<file path="src/rtl/uart_tx.sv">
// Serial UART transmitter: start bit, LSB-first data, optional parity, stop bit.
// TX_OUT and BUSY are registered; BUSY rises exactly once per frame.
module uart_tx #(
    parameter int unsigned DATA_WIDTH = 8
) (
    input  logic                  CLK,
    input  logic                  RST,
    input  logic [DATA_WIDTH-1:0] P_DATA,
    input  logic                  DATA_VALID,
    input  logic                  PAR_EN,
    input  logic                  PAR_TYP,
    output logic                  TX_OUT,
    output logic                  BUSY
);

    localparam int unsigned CntW = (DATA_WIDTH > 1) ? $clog2(DATA_WIDTH) : 1;
    localparam logic [CntW-1:0] LastBit = CntW'(DATA_WIDTH - 1);

    typedef enum logic [2:0] {
        StIdle,
        StStart,
        StData,
        StParity,
        StStop
    } state_e;

    state_e                state_q;
    logic [DATA_WIDTH-1:0] data_q;
    logic                  par_en_q;
    logic                  par_typ_q;
    logic [CntW-1:0]       cnt_q;
    logic [CntW-1:0]       cnt_nxt;
    logic                  parity_bit;

    assign cnt_nxt    = cnt_q + CntW'(1);
    assign parity_bit = (^data_q) ^ par_typ_q;

    // Each output register is loaded with the value of the state being entered,
    // so the line level always matches the current state without a comb path.
    always_ff @(posedge CLK or negedge RST) begin
        if (!RST) begin
            state_q   <= StIdle;
            data_q    <= '0;
            par_en_q  <= 1'b0;
            par_typ_q <= 1'b0;
            cnt_q     <= '0;
            TX_OUT    <= 1'b1;
            BUSY      <= 1'b0;
        end else begin
            unique case (state_q)
                StIdle: begin
                    cnt_q <= '0;
                    if (DATA_VALID) begin
                        data_q    <= P_DATA;
                        par_en_q  <= PAR_EN;
                        par_typ_q <= PAR_TYP;
                        state_q   <= StStart;
                        TX_OUT    <= 1'b0;
                        BUSY      <= 1'b1;
                    end else begin
                        TX_OUT <= 1'b1;
                        BUSY   <= 1'b0;
                    end
                end
                StStart: begin
                    state_q <= StData;
                    cnt_q   <= '0;
                    TX_OUT  <= data_q[0];
                    BUSY    <= 1'b1;
                end
                StData: begin
                    BUSY <= 1'b1;
                    if (cnt_q == LastBit) begin
                        cnt_q <= '0;
                        if (par_en_q) begin
                            state_q <= StParity;
                            TX_OUT  <= parity_bit;
                        end else begin
                            state_q <= StStop;
                            TX_OUT  <= 1'b1;
                        end
                    end else begin
                        cnt_q  <= cnt_nxt;
                        TX_OUT <= data_q[cnt_nxt];
                    end
                end
                StParity: begin
                    state_q <= StStop;
                    cnt_q   <= '0;
                    TX_OUT  <= 1'b1;
                    BUSY    <= 1'b1;
                end
                StStop: begin
                    // Always pass through IDLE so BUSY drops for at least one cycle.
                    state_q <= StIdle;
                    cnt_q   <= '0;
                    TX_OUT  <= 1'b1;
                    BUSY    <= 1'b0;
                end
                default: begin
                    state_q <= StIdle;
                    cnt_q   <= '0;
                    TX_OUT  <= 1'b1;
                    BUSY    <= 1'b0;
                end
            endcase
        end
    end

endmodule

</file>
<file path="config.mk">
export PLATFORM = sky130hd
export DESIGN_NAME = uart_tx
export DESIGN_NICKNAME = d
export VERILOG_FILES = /design/src/rtl/uart_tx.sv
export SDC_FILE = /design/constraint.sdc
export NUM_CORES = 1
export LEC_CHECK = 0
export BUFFER_PORTS_ARGS = -buffer_cell sky130_fd_sc_hd__buf_2
export CORE_UTILIZATION = 52
export CTS_BUF_LIST = sky130_fd_sc_hd__clkbuf_2
export DETAILED_ROUTE_END_ITERATION = 8
export GPL_TIMING_DRIVEN = 0
export PLACE_DENSITY_LB_ADDON = 0.2
export SYNTH_ARGS = -nofsm -noshare
export SYNTH_HDL_FRONTEND = slang
export SYNTH_SLANG_ARGS = --single-unit
</file>
<file path="constraint.sdc">
create_clock -name CLK -period 3.53 [get_ports CLK]
set_input_delay 0.1765 -clock CLK [delete_from_list [all_inputs] [get_ports CLK]]
set_output_delay 0.1765 -clock CLK [all_outputs]
set_load 0.1 [all_outputs]
</file>
* Yosys cells after proc, flatten, opt, wreduce, memory -nomap -nowiden *
Index checks and enable logic that the tools add are counted.

storage, ports and cells
  bits in registers = 18
  output and inout port bits = 2

operators by class
  add/subtract/negate cells = 1
  magnitude comparators = 1
  equality and inequality tests = 6
  muxes and demuxes = 14
  bitwise gates (word level) = 1
  reductions and logical operators = 5

operators by type and width
  kind                                                 count
  2-to-1 mux 3 bit                                     5
  case mux 3 bit (4 select lines)                      1
  XOR reduction 8 bit                                  1
  == test 3 x 2 -> 1 bit (second input constant)       2
  2-to-1 mux 1 bit                                     5
  < comparator 3 x 4 -> 1 bit (second input constant)  1
  != test 2 bit (second input constant)                2
  AND reduction 2 bit                                  2
  adder 3 x 1 -> 3 bit (second input constant)         1
  binary-select mux 1 bit (select 3 bit)               1
  == test 3 x 1 -> 1 bit (second input constant)       1
  == test 3 bit (second input constant)                1
  zero test 3 bit                                      1
  case mux 1 bit (3 select lines)                      1
  OR reduction 3 bit                                   1
  case mux 1 bit (2 select lines)                      1
  bitwise XOR 1 bit                                    1

* Depth between registers and ports, before layout *
  word-level depth = 5
  depth in mapped cells = 6
  gate-level depth less buffers = 6

* Worst setup path after synthesis *
Ideal clock, no wire load.

  path type = register to register
  start point = reg cnt_q[0]
  end point = reg TX_OUT
  library setup time = 64 ps
  arrival time = 1631 ps
  required time = 3466 ps
  slack = 1835 ps
  stages on the path, launching flop included = 7
  buffers on the path = 0
  clock period less this slack = 1695 ps
  cell sequence = dfrtp_1 -> ha_1 -> ha_1 -> mux4_2 -> a21oi_2 -> o31ai_1 -> nand3_1

between the ends
  longest elaborated chain between the ends = 5
  elaborated cells on any way between the ends = 6
  classes of those cells = add/sub: 1; eq/ne: 1; mux: 4

ends and longest elaborated chain
  element                                 line  source
  start, declared                         31    logic [CntW-1:0] cnt_q;
  start signal, assigned                  83    cnt_q <= cnt_nxt;
  adder 3 x 1 -> 3 bit                    35    assign cnt_nxt = cnt_q + CntW'(1);
  binary-select mux 1 bit (select 3 bit)  84    TX_OUT <= data_q[cnt_nxt];
  2-to-1 mux 1 bit (not written as such)  84
  2-to-1 mux 1 bit (*)                    73    if (cnt_q == LastBit) begin
  case mux 1 bit (3 select lines) (*)     50    unique case (state_q)
  end signal, assigned                    68    TX_OUT <= data_q[0];
  end signal, assigned                    77    TX_OUT <= parity_bit;
  end signal, assigned                    84
  end, declared                           12    output logic TX_OUT,

Mark *: on every way between the ends. The rest lies on a longest branch, timed or not. The select of a mux whose other input is x is not followed.
A chain may end at the register's enable or synchronous reset.

* Worst setup path in the final report *
Same ends and word-level chain as after synthesis.

==> results.yml <==
yosys:
  synth-edff-count: 0
  async_flop_share_pct: 100
  yosys.cell_count.top_type: "dfrtp_1"
  ys_types: 26
  synthTopCellsByArea: "dfrtp_1 49%, mux2_2 12%, mux2i_1 5.8%"
  ys.flop_type: "dfrtp_1"
  synth_top_area_cell: "dfrtp_1"
  yosys-top-cells-count: "17 x dfrtp_1, 9 x mux2_2, 5 x mux2i_1, 5 x xnor2_1"
  yosysWarningCount: 0
  syn-cell-area_um2: 865
  synth_nets: 82
  ys_seq_area_share_pct: 52.2
  yosys.area.top_type_share_pct: 49.2
  syn_inst: 67
  avgSynthCellArea_um2: 12.9
  ys_ff_latch: 18
global_route:
  grt_use_total_pct: 17.3
  grt_pass1_vias: 510
  antenna_found_initial: 0
  grt_first_pass_wirelength_mm: 2.24
  grt_max_degree: 19
  grt_overflow_total: 0
route:
  post-route-drc-count: 0
  finalWirelength_mm: 1.28
  route.met3.wl_um: 44
  dr_wl_met2_um: 594
  vias_per_cell: 5.25
  wl_met1_um: 620
  vias: 536
  drt_first_pass_iters: 2
  top_layer: "met4"
  routedWlPerCell_um: 12.6
  drt-initial-drc-count: 3
  ant_nets: 0
floorplanning:
  io_pins: 15
  dieArea_mm2: 0.00183
  die_h_um: 42.8
  die_x_um: 42.8
  initial_utilization_pct: 56.7
  design.core.area_mm2: 0.00152
  core.rowCount: 14
timing:
  rsz0062_at_grt: "no"
  finalSetupViolCount: 0
  worst_pin_slew_ps: 483
  clock_skew_ps: 0.710
  max_freq_mhz: 554
  slew_headroom_pct: 68.0
  hold_viol: 0
  fin_ws_ps: 1720
  slew_viol_final: 0
  finalCriticalPeriod_ps: 1810
  fin_setup_tns_ps: 0
  hold_slack_ps: 71.5
  period_share_pct: 51.1
worst_hold_path:
  min_path_type: "primary input to flip-flop"
  worstHoldStart: "PAR_EN"
clock_network:
  cts.reportedPaths.clkPinSlew_ps: 150
  clkSinkCount: 18
  numCtsBuffers: 3
  cts_buffer_depth: 2
  root_buffer: "clkbuf_2"
  h-tree-depth: 1
  ctsResizeCount: 0
  clock_latency_ps: 290
  cts_tree: "yes"
setup_path:
  worstPathArrival_ps: 2050
  crit_start: "cnt_q[0]$_DFF_PN0_"
  path_cells: "ha_1 -> ha_1 -> mux4_2 -> a21oi_2 -> o31ai_1 -> nand3_1"
  crit_slowest_cell: "mux4_2"
  reg2reg_slack_ps: 1720
  required_ps: 3780
  path_common_cell: "ha_1"
  max_stage_delay_ps: 510
  critPathKind: "flip-flop to flip-flop"
  start_kind: "flip-flop"
  r2r_start: "cnt_q[0]$_DFF_PN0_"
  worst-path-max-fanout: 2
  endpoint_kind: "flip-flop"
cells_and_area:
  syn_to_final_growth_pct: 13.9
  antennaDiodeCount: 0
  nets: 102
  layout-drive-gt1-share_pct: 38.4
pwr:
  power_mw: 1.00
  power_leakage_nw: 0.461
  powerDensity_mw_per_mm2: 1020
  vdd_drop_max_uv: 553
placed_design:
  place_congestion: 0.706
  post-place-ws_ps: 1730
  dp_hpwl_mm: 1.03
  port-buffer-count: 14
outcome:
  status: "finished, final reports clean"
flow_run:
  cap_viol_max_count: 0
-- cell usage in the layout, fill, tap and decap left out, types with 2 or more instances in the layout --
| cell type | Yosys | routed |
|---|---|---|
| buf_2 | 1 | 15 |
| mux2i_1 | 5 | 5 |
| nand2_1 | 2 | 2 |
| dfrtp_1 | 17 | 17 |
| nor2_1 | 3 | 3 |
| mux2_2 | 9 | 9 |
| nor3_1 | 3 | 3 |
| nor3b_1 | 2 | 2 |
| xnor2_1 | 5 | 5 |
| ha_1 | 2 | 2 |
| inv_1 | 2 | 2 |
| clkbuf_2 | 1 | 5 |
| o21ai_0 | 2 | 2 |
-- worst paths after layout --
| path | to | cells past startpoint |
|---|---|---|
| max | TX_OUT$_DFF_PN1_ | 6 |
| min | par_en_q$_DFFE_PN0P_ | 3 |
| max reg2reg | TX_OUT$_DFF_PN1_ | 6 |
| min reg2reg | state_q[1]$_DFFE_PN0P_ | 1 |
| max in group asynchronous | TX_OUT$_DFF_PN1_ | 2 |
| min in group asynchronous | state_q[2]$_DFFE_PN0P_ | 2 |
-- metrics by stage --
step / std cells / cell area (µm²) / util [%]
floorplan: 67 / 865 / -
global placement: 97 / 955 / 62.6
detailed placement: 97 / 955 / 62.6
CTS: 102 / 985 / 64.6
global route: 102 / 985 / 64.6
finish: 102 / 985 / 64.6
-- metal layers --
layer	up-vias	GRT usage [%]
li1	278	-
met1	243	22.0
met2	12	25.5
met3	3	6.38
met4	0	9.38
met5	-	0
-- worst max-delay path, delay by kind of cell (launching register included) --
family	cells	cell delay, ps
compound gates	2	210
fa+ha+maj	2	530
flops	1	420
mux	1	510
simple gates	1	90
-- kinds of logic (layout without fill, tap and decap cells) --
logic type,Yosys count,in the layout,synth area share [%]
compound gates,6,6,4.34
xor+xnor,7,7,8.68
fa+ha+maj,2,2,2.89
buf+inv,5,24,3.33
flops,18,18,52.2
mux,15,15,20.1
simple gates,14,14,8.39
-- flip-flops by register name, indices dropped and copies added (netlist names) --
name / cells
state_q: 3
par_en_q: 1
par_typ_q: 1
cnt_q: 3
BUSY: 1
data_q: 8
TX_OUT: 1
-- final cells by class --
class / instances / area (µm²)
Fill cell: 118 / 539
Sequential cell: 18 / 452
Multi-Input combinational cell: 44 / 384
Timing Repair Buffer: 15 / 80.1
Buffer: 3 / 21.3
Clock buffer: 4 / 20.0
Tap cell: 16 / 20.0
Inverter: 2 / 7.51
-- what timing repair did --
| action | in CTS | in global routing |
|---|---|---|
| hold endpoints to repair | 17 | 0 |
| hold buffers | 1 | 0 |
| buffers inserted | 0 | 0 |
-- power breakdown --
part,total (mW),internal [mW],switching [mW]
combinational,0.540,0.280,0.260
sequential,0.372,0.303,0.0691
clock,0.0895,0.0300,0.0595
(Power assumes the default switching activity.)
